## config.mk

```make
export PLATFORM = sky130hd
export DESIGN_NAME = unidad_fetch
export DESIGN_NICKNAME = d
export VERILOG_FILES = /design/src/rtl/unidad_fetch_pkg.sv /design/src/rtl/unidad_fetch_registro_if_id.sv /design/src/rtl/unidad_fetch.sv
export SDC_FILE = /design/constraint.sdc
export NUM_CORES = 1
export LEC_CHECK = 0
export BUFFER_PORTS_ARGS = -buffer_cell sky130_fd_sc_hd__clkbuf_2
export CORE_MARGIN = 5
export CORE_UTILIZATION = 44
export CTS_CLUSTER_SIZE = 28
export DETAILED_ROUTE_END_ITERATION = 10
export GPL_ROUTABILITY_DRIVEN = 0
export HOLD_SLACK_MARGIN = 0.03
export PLACE_DENSITY = 0.78
export SETUP_SLACK_MARGIN = 0.2
export SLEW_MARGIN = 20
export SYNTH_ARGS = -nofsm -noshare
export SYNTH_HDL_FRONTEND = slang
export SYNTH_SLANG_ARGS = --single-unit
```

## constraint.sdc

```tcl
create_clock -name clk -period 1.45 [get_ports clk]
set_input_delay 0.29 -clock clk [delete_from_list [all_inputs] [get_ports clk]]
set_output_delay 0.29 -clock clk [all_outputs]
set_load 0.005 [all_outputs]
```

## src/rtl/unidad_fetch_pkg.sv

```systemverilog
// rtl/unidad_fetch_pkg.sv - shared constants and state encoding for the fetch stage
package unidad_fetch_pkg;

    localparam int ANCHO_INSTR   = 32;
    localparam int INCREMENTO_PC = 4;

    // Bubble word; decode treats it as a no-op when if_valid is low.
    localparam logic [ANCHO_INSTR-1:0] INSTR_NOP = 32'h0000_0000;

    typedef enum logic {
        CORRIENDO = 1'b0,
        DETENIDO  = 1'b1
    } estado_fetch_t;

endpackage

```

## src/rtl/unidad_fetch_registro_if_id.sv

```systemverilog
// rtl/unidad_fetch_registro_if_id.sv - pipeline register {instr, pc, pc+4} with valid, load and flush
module registro_if_id
    import unidad_fetch_pkg::*;
#(
    parameter int ANCHO_PC = 6
) (
    input  logic                   clk,
    input  logic                   rst_n,
    input  logic                   load,
    input  logic                   flush,
    input  logic [ANCHO_INSTR-1:0] instr_in,
    input  logic [ANCHO_PC-1:0]    pc_in,
    input  logic [ANCHO_PC-1:0]    pc_mas4_in,
    output logic                   valid,
    output logic [ANCHO_INSTR-1:0] instr,
    output logic [ANCHO_PC-1:0]    pc,
    output logic [ANCHO_PC-1:0]    pc_mas4
);

    logic                   valid_q, valid_d;
    logic [ANCHO_INSTR-1:0] instr_q, instr_d;
    logic [ANCHO_PC-1:0]    pc_q, pc_d;
    logic [ANCHO_PC-1:0]    pc_mas4_q, pc_mas4_d;

    // Flush only drops valid; the payload fields keep their last contents.
    always_comb begin
        valid_d   = valid_q;
        instr_d   = instr_q;
        pc_d      = pc_q;
        pc_mas4_d = pc_mas4_q;
        if (flush) begin
            valid_d = 1'b0;
        end else if (load) begin
            valid_d   = 1'b1;
            instr_d   = instr_in;
            pc_d      = pc_in;
            pc_mas4_d = pc_mas4_in;
        end
    end

    always_ff @(posedge clk) begin
        if (!rst_n) begin
            valid_q   <= 1'b0;
            instr_q   <= INSTR_NOP;
            pc_q      <= '0;
            pc_mas4_q <= '0;
        end else begin
            valid_q   <= valid_d;
            instr_q   <= instr_d;
            pc_q      <= pc_d;
            pc_mas4_q <= pc_mas4_d;
        end
    end

    assign valid   = valid_q;
    assign instr   = instr_q;
    assign pc      = pc_q;
    assign pc_mas4 = pc_mas4_q;

endmodule

```

## src/rtl/unidad_fetch.sv

```systemverilog
// rtl/unidad_fetch.sv - instruction fetch stage: PC, next-PC mux, IF/ID register; FETCH_TRAP_DESALINEADO_EN adds misaligned-redirect trap
module unidad_fetch
    import unidad_fetch_pkg::*;
#(
    parameter int                  ANCHO_PC = 6,
    parameter logic [ANCHO_PC-1:0] RESET_PC = '0
) (
    input  logic                   clk,
    input  logic                   rst_n,
`ifdef FETCH_TRAP_DESALINEADO_EN
    output logic                   err_desalineado,
`endif
    output logic [ANCHO_PC-1:0]    addr_byte,
    input  logic [ANCHO_INSTR-1:0] instruccion,
    input  logic                   id_ready,
    input  logic                   salto_valido,
    input  logic [ANCHO_PC-1:0]    salto_destino,
    output logic                   if_valid,
    output logic [ANCHO_INSTR-1:0] if_instr,
    output logic [ANCHO_PC-1:0]    if_pc,
    output logic [ANCHO_PC-1:0]    if_pc_mas4
);

    localparam logic [ANCHO_PC-1:0] INC     = ANCHO_PC'(INCREMENTO_PC);
    localparam logic [ANCHO_PC-1:0] MASCARA = ~ANCHO_PC'(3);

    logic [ANCHO_PC-1:0] pc_q, pc_d;
    logic                load, flush, avanza;

`ifdef FETCH_TRAP_DESALINEADO_EN
    estado_fetch_t estado_q, estado_d;
    logic          err_q, err_d;
`endif

    assign avanza = !if_valid || id_ready;

    always_comb begin
        pc_d  = pc_q;
        load  = 1'b0;
        flush = 1'b0;
`ifdef FETCH_TRAP_DESALINEADO_EN
        estado_d = estado_q;
        err_d    = err_q;
        if (estado_q == DETENIDO) begin
            // Sticky trap: nothing moves until reset.
        end else if (salto_valido && (salto_destino[1:0] != 2'b00)) begin
            estado_d = DETENIDO;
            err_d    = 1'b1;
            flush    = 1'b1;
        end else
`endif
        if (salto_valido) begin
            pc_d  = salto_destino & MASCARA;
            flush = 1'b1;
        end else if (avanza) begin
            pc_d = pc_q + INC;
            load = 1'b1;
        end
    end

    always_ff @(posedge clk) begin
        if (!rst_n) begin
            pc_q <= RESET_PC;
`ifdef FETCH_TRAP_DESALINEADO_EN
            estado_q <= CORRIENDO;
            err_q    <= 1'b0;
`endif
        end else begin
            pc_q <= pc_d;
`ifdef FETCH_TRAP_DESALINEADO_EN
            estado_q <= estado_d;
            err_q    <= err_d;
`endif
        end
    end

`ifdef FETCH_TRAP_DESALINEADO_EN
    assign err_desalineado = err_q;
`endif

    assign addr_byte = pc_q;

    registro_if_id #(
        .ANCHO_PC (ANCHO_PC)
    ) u_registro_if_id (
        .clk        (clk),
        .rst_n      (rst_n),
        .load       (load),
        .flush      (flush),
        .instr_in   (instruccion),
        .pc_in      (pc_q),
        .pc_mas4_in (pc_q + INC),
        .valid      (if_valid),
        .instr      (if_instr),
        .pc         (if_pc),
        .pc_mas4    (if_pc_mas4)
    );

endmodule

```

Word level (Yosys, flattened, before mapping) --
Index checks and enable logic that the tools add are counted.
Operators by class: add/sub/neg operators 1, mux-type cells 5, bitwise operators 2, reductions and logical operators 6
Operators with widths (number):
- $mux W6 | 2
- $add A6 B3 Y6 const B | 1
- $reduce_or A2 Y1 | 2
- $mux W1 | 3
- $not A1 Y1 | 2
- $reduce_and A2 Y1 | 1
- $reduce_bool A2 Y1 | 1
- $logic_not A1 Y1 | 1
- $logic_or A1 B1 Y1 | 1
Storage, ports and cells: register bits after elaboration 51, bits of input ports 42

Logic depth before layout (Yosys ltp) --
word-level depth 5, gate-level depth with buffers 7, mapped depth without buffers 4

By module --
From an unflattened synthesis, not the netlist that was laid out.
Second synthesis, totals: cell total of the unflattened synthesis 226, area total of the unflattened synthesis 2120.8 sq um
By module, submodules not included:
- registro_if_id | times used 1, cells an instance 195, area an instance 1858.0 sq um, seq. area each 900.9 sq um
- unidad_fetch | times used 1, cells an instance 31, area an instance 262.8 sq um, seq. area each 80.1 sq um

Worst setup path after synthesis --
No wires, ideal clock.
kind register to register, start register u_registro_if_id.valid_q, in the netlist u_registro_if_id.valid, end register u_registro_if_id.instr_q[16], in the netlist u_registro_if_id.instr[16], setup time 0.116 ns, arrival 1.125 ns, data required time 1.334 ns, slack 0.209 ns, stages on the path, launching flop included 8, buffers on the path 3, clock period less this slack 1.241 ns, cells stage by stage dfxtp_1 > nor2b_4 > buf_6 > or2_4 > buf_6 > buf_6 > nand2_1 > a21boi_1
On the way: cells in the longest elaborated chain, start to end 5
Ends and longest elaborated chain:
- from (decl) | RTL line unidad_fetch_registro_if_id.sv:20 | logic valid_q, valid_d;
- from (signal assigned) | RTL line unidad_fetch_registro_if_id.sv:48 | valid_q <= valid_d;
- $logic_not A1 Y1 | RTL line unidad_fetch.sv:35 | assign avanza = !if_valid || id_ready;
- $logic_or A1 B1 Y1 | RTL line unidad_fetch.sv:35
- $mux W1 | RTL line unidad_fetch.sv:55 | end else if (avanza) begin
- $mux W1 | RTL line unidad_fetch.sv:52 | if (salto_valido) begin
- $reduce_and A2 Y1 (no source line)
- to (signal assigned) | RTL line unidad_fetch_registro_if_id.sv:49 | instr_q <= instr_d;
- to (decl) | RTL line unidad_fetch_registro_if_id.sv:21 | logic [ANCHO_INSTR-1:0] instr_q, instr_d;
Every way passes these cells. A chain may end at the register's enable or synchronous reset.

Final worst setup path --
start register pc_q[2], in the netlist addr_byte[2], end output addr_byte[2]
RTL lines:
- from (decl) | RTL line unidad_fetch.sv:27 | logic [ANCHO_PC-1:0] pc_q, pc_d;
- from (signal assigned) | RTL line unidad_fetch.sv:69 | pc_q <= pc_d;
- to (decl) | RTL line unidad_fetch.sv:13 | output logic [ANCHO_PC-1:0] addr_byte,
No word-level cell between the ends.

==> impl_metrics.env <==
export IMPL_skew_ns=0.004997
export IMPL_nets=342
export IMPL_dpl_cell_count=335
export IMPL_cts_made_buffers=5
export IMPL_dp_hpwl_um=3095
export IMPL_ir_drop_mv=0.6393
export IMPL_drc_errors=0
export IMPL_synth_cell_type_count=25
export IMPL_synthArstFlopShare_pct=0
export IMPL_r2r_start="u_registro_if_id.valid"
export IMPL_required_ns=1.16
export IMPL_htreeDepth=2
export IMPL_cts_tree="done"
export IMPL_path_clk_slew_ns=0.09
export IMPL_vias=1620
export IMPL_worstSetupStartpointType="flop"
export IMPL_synth_top_cells_by_area="dfxtp_1, nand2_1, a21boi_1, a21boi_0, buf_4"
export IMPL_drt_pre_antenna_iters=3
export IMPL_clk_root_buffer_cell="clkbuf_8"
export IMPL_crit_fanout=4
export IMPL_via_per_inst=4.629
export IMPL_area_growth_pct=36.20
export IMPL_yosysTopAreaCell="dfxtp_1"
export IMPL_grt_pass1_vias=1570
export IMPL_layout_commonest_cell="clkbuf_2"
export IMPL_grt_ovfl_total=0
export IMPL_synth_edf_count=0
export IMPL_syn_avg_cell_area_um2=8.716
export IMPL_max_clock_freq_mhz=849.8
export IMPL_core_area_um2=4000
export IMPL_rows=23
export IMPL_die_x_um=74.04
export IMPL_worstHoldStart="instruccion[23]"
export IMPL_grt_max_degree=25
export IMPL_rsz0062_at_grt="true"
export IMPL_pin_count=93
export IMPL_final_hold_viol_count=0
export IMPL_whs_ns=0.2063
export IMPL_outcome="finished clean"
export IMPL_finalSetupTns_ns=0
export IMPL_drv_cap=0
export IMPL_power_density_nw_per_um2=1153
export IMPL_netlist_area_um2=1804
export IMPL_drive_gt1_share_pct=37.67
export IMPL_swShare_pct=22.41
export IMPL_ys_ff_latch=45
export IMPL_slew_viol_final=0
export IMPL_grt_pass1_wl_um=6582
export IMPL_syn_instance_count=207
export IMPL_hp_class="in -> reg"
export IMPL_dieArea_um2=5481
export IMPL_r2r_end="u_registro_if_id.pc_mas4[2]"
export IMPL_period_minus_slack_ns=1.177
export IMPL_grt_use_total_pct=15.02
export IMPL_cp_endpoint="addr_byte[2]"
export IMPL_postLayoutCoreUtil_pct=61.43
export IMPL_crit_start="addr_byte[2]"
export IMPL_yosysTopAreaCellShare_pct=49.93
export IMPL_criticalPathCategory="reg -> out"
export IMPL_reg2reg_depth=5
export IMPL_drt_total_wl_um=4062
export IMPL_period_share_pct=81.16
export IMPL_io_buffer_count=84
export IMPL_final_cell_count_no_fill=350
export IMPL_end_kind="output port"
export IMPL_ys_seq_area_share_pct=49.93
export IMPL_yosys_warnings=0
export IMPL_ant_nets=0
export IMPL_hold_path_cell_count=3
export IMPL_synth_ff_type="dfxtp_1"
export IMPL_p_sw_mw=0.6349
export IMPL_initial_utilization_pct=45.10
export IMPL_clkLatencyLatePin_ns=0.29
export IMPL_pwr_share_comb_pct=13.4
export IMPL_ctsHoldBuffers=0
export IMPL_r2r_slack_ns=0.29
export IMPL_die_h_um=74.04
export IMPL_layout_common_cells="clkbuf_2, nand2_1, dfxtp_1"
export IMPL_clkPwrFrac_pct=38.8
export IMPL_intPower_mw=2.199
export IMPL_wl_per_cell_um=11.61
export IMPL_finalPower_mw=2.833
export IMPL_arrival_ns=0.89
export IMPL_leakage_nw=1.203
export IMPL_antenna_cells=0
export IMPL_cts_sinks=45
export IMPL_setup_viol=0
export IMPL_grt_antenna_before_repair=0
export IMPL_clock_path_buffers=2
export IMPL_seqPwrFrac_pct=47.8
export IMPL_detail_route_iter0_violations=32
[metal layers]
layer  global-route usage [%]  part of all wire (%)  routed length (um)
met2                    27.56                    51                2063
met1                    16.32                    39                1587
met5                        0                     0                   0
met3                    4.324                   9.4                 383
met4                    5.433                  0.69                  28
[critical path, cell delays in order (launching register included)]
cell	delay (ns)
dfxtp_2	0.35
buf_4	0.13
clkbuf_2	0.11
[cell usage after synthesis, drive strengths merged (2+ instances only)]
master / count
nor2: 2
nor2b: 3
and2: 2
a21boi: 37
a21oi: 3
buf: 15
o211a: 2
dfxtp: 45
clkbuf: 4
xor2: 2
nand2: 77
o21ai: 6
xnor2: 3
[layout make-up]
cell class,count,area (um^2)
tap,50,62.56
clock buffer,5,68.82
fill,386,1543
inverter,1,3.754
multi-input combinational,147,792.0
clock inverter,3,65.06
sequential,45,903.4
timing repair buffer,99,561.8
[worst min path at each step]
| stage | end | slack (ns) |
|---|---|---|
| 6_report | u_registro_if_id.instr[23] | 0.21 |
| 5_1_grt | u_registro_if_id.instr[23] | 0.20 |
| 4_1_cts | u_registro_if_id.instr[17] | 0.20 |
| 3_5_place_dp | u_registro_if_id.instr[17] | 0.45 |
| 3_3_place_gp | u_registro_if_id.instr[9] | 0.44 |
| 2_1_floorplan | u_registro_if_id.valid | 0.36 |
[state kept, by name, indices dropped and copies added, names as in the netlist]
register,count
u_registro_if_id.instr,32
addr_byte,4
u_registro_if_id.pc,4
u_registro_if_id.pc_mas4,4
u_registro_if_id.valid,1
[cells by family (layout without fill, tap and decap cells)]
kind of cell             Yosys count  after routing  share of synthesized area (%)
AO/OA/AOI/OAI                     48             48                          19.00
XOR/XNOR                           5              5                          2.428
adder cells (fa/ha/maj)            1              1                         0.6934
buffers and inverters             20            108                          7.419
flip-flops                        45             45                          49.93
multiplexers                       1              1                         0.5548
other                              1              6                         0.2078
AND/OR/NAND/NOR                   86             86                          19.76
[power groups by stage]
| stage | clock network, mW | registers (mW) | logic, mW |
|---|---|---|---|
| 2_1_floorplan | 0 | 1.39 | 0.191 |
| 3_3_place_gp | 0 | 1.38 | 0.361 |
| 3_5_place_dp | 0 | 1.38 | 0.367 |
| 4_1_cts | 1.13 | 1.35 | 0.384 |
| 5_1_grt | 1.19 | 1.37 | 0.428 |
| 6_report | 1.10 | 1.35 | 0.380 |
[repair_timing]
item / CTS / global route
pin swaps: 2 / 1
resized for setup: 0 / 13
endpoints found under the setup margin: 31 / 20
buffers inserted: 7 / 0
[stage by stage]
stage / setup slack, ns / instance area (um^2)
floorplan: 0.2087 / 1823
global placement: 0.1052 / 2261
detailed placement: 0.02924 / 2261
CTS: 0.2287 / 2447
global route: 0.1745 / 2457
finish: 0.2732 / 2457
(Power assumes the default switching activity.)
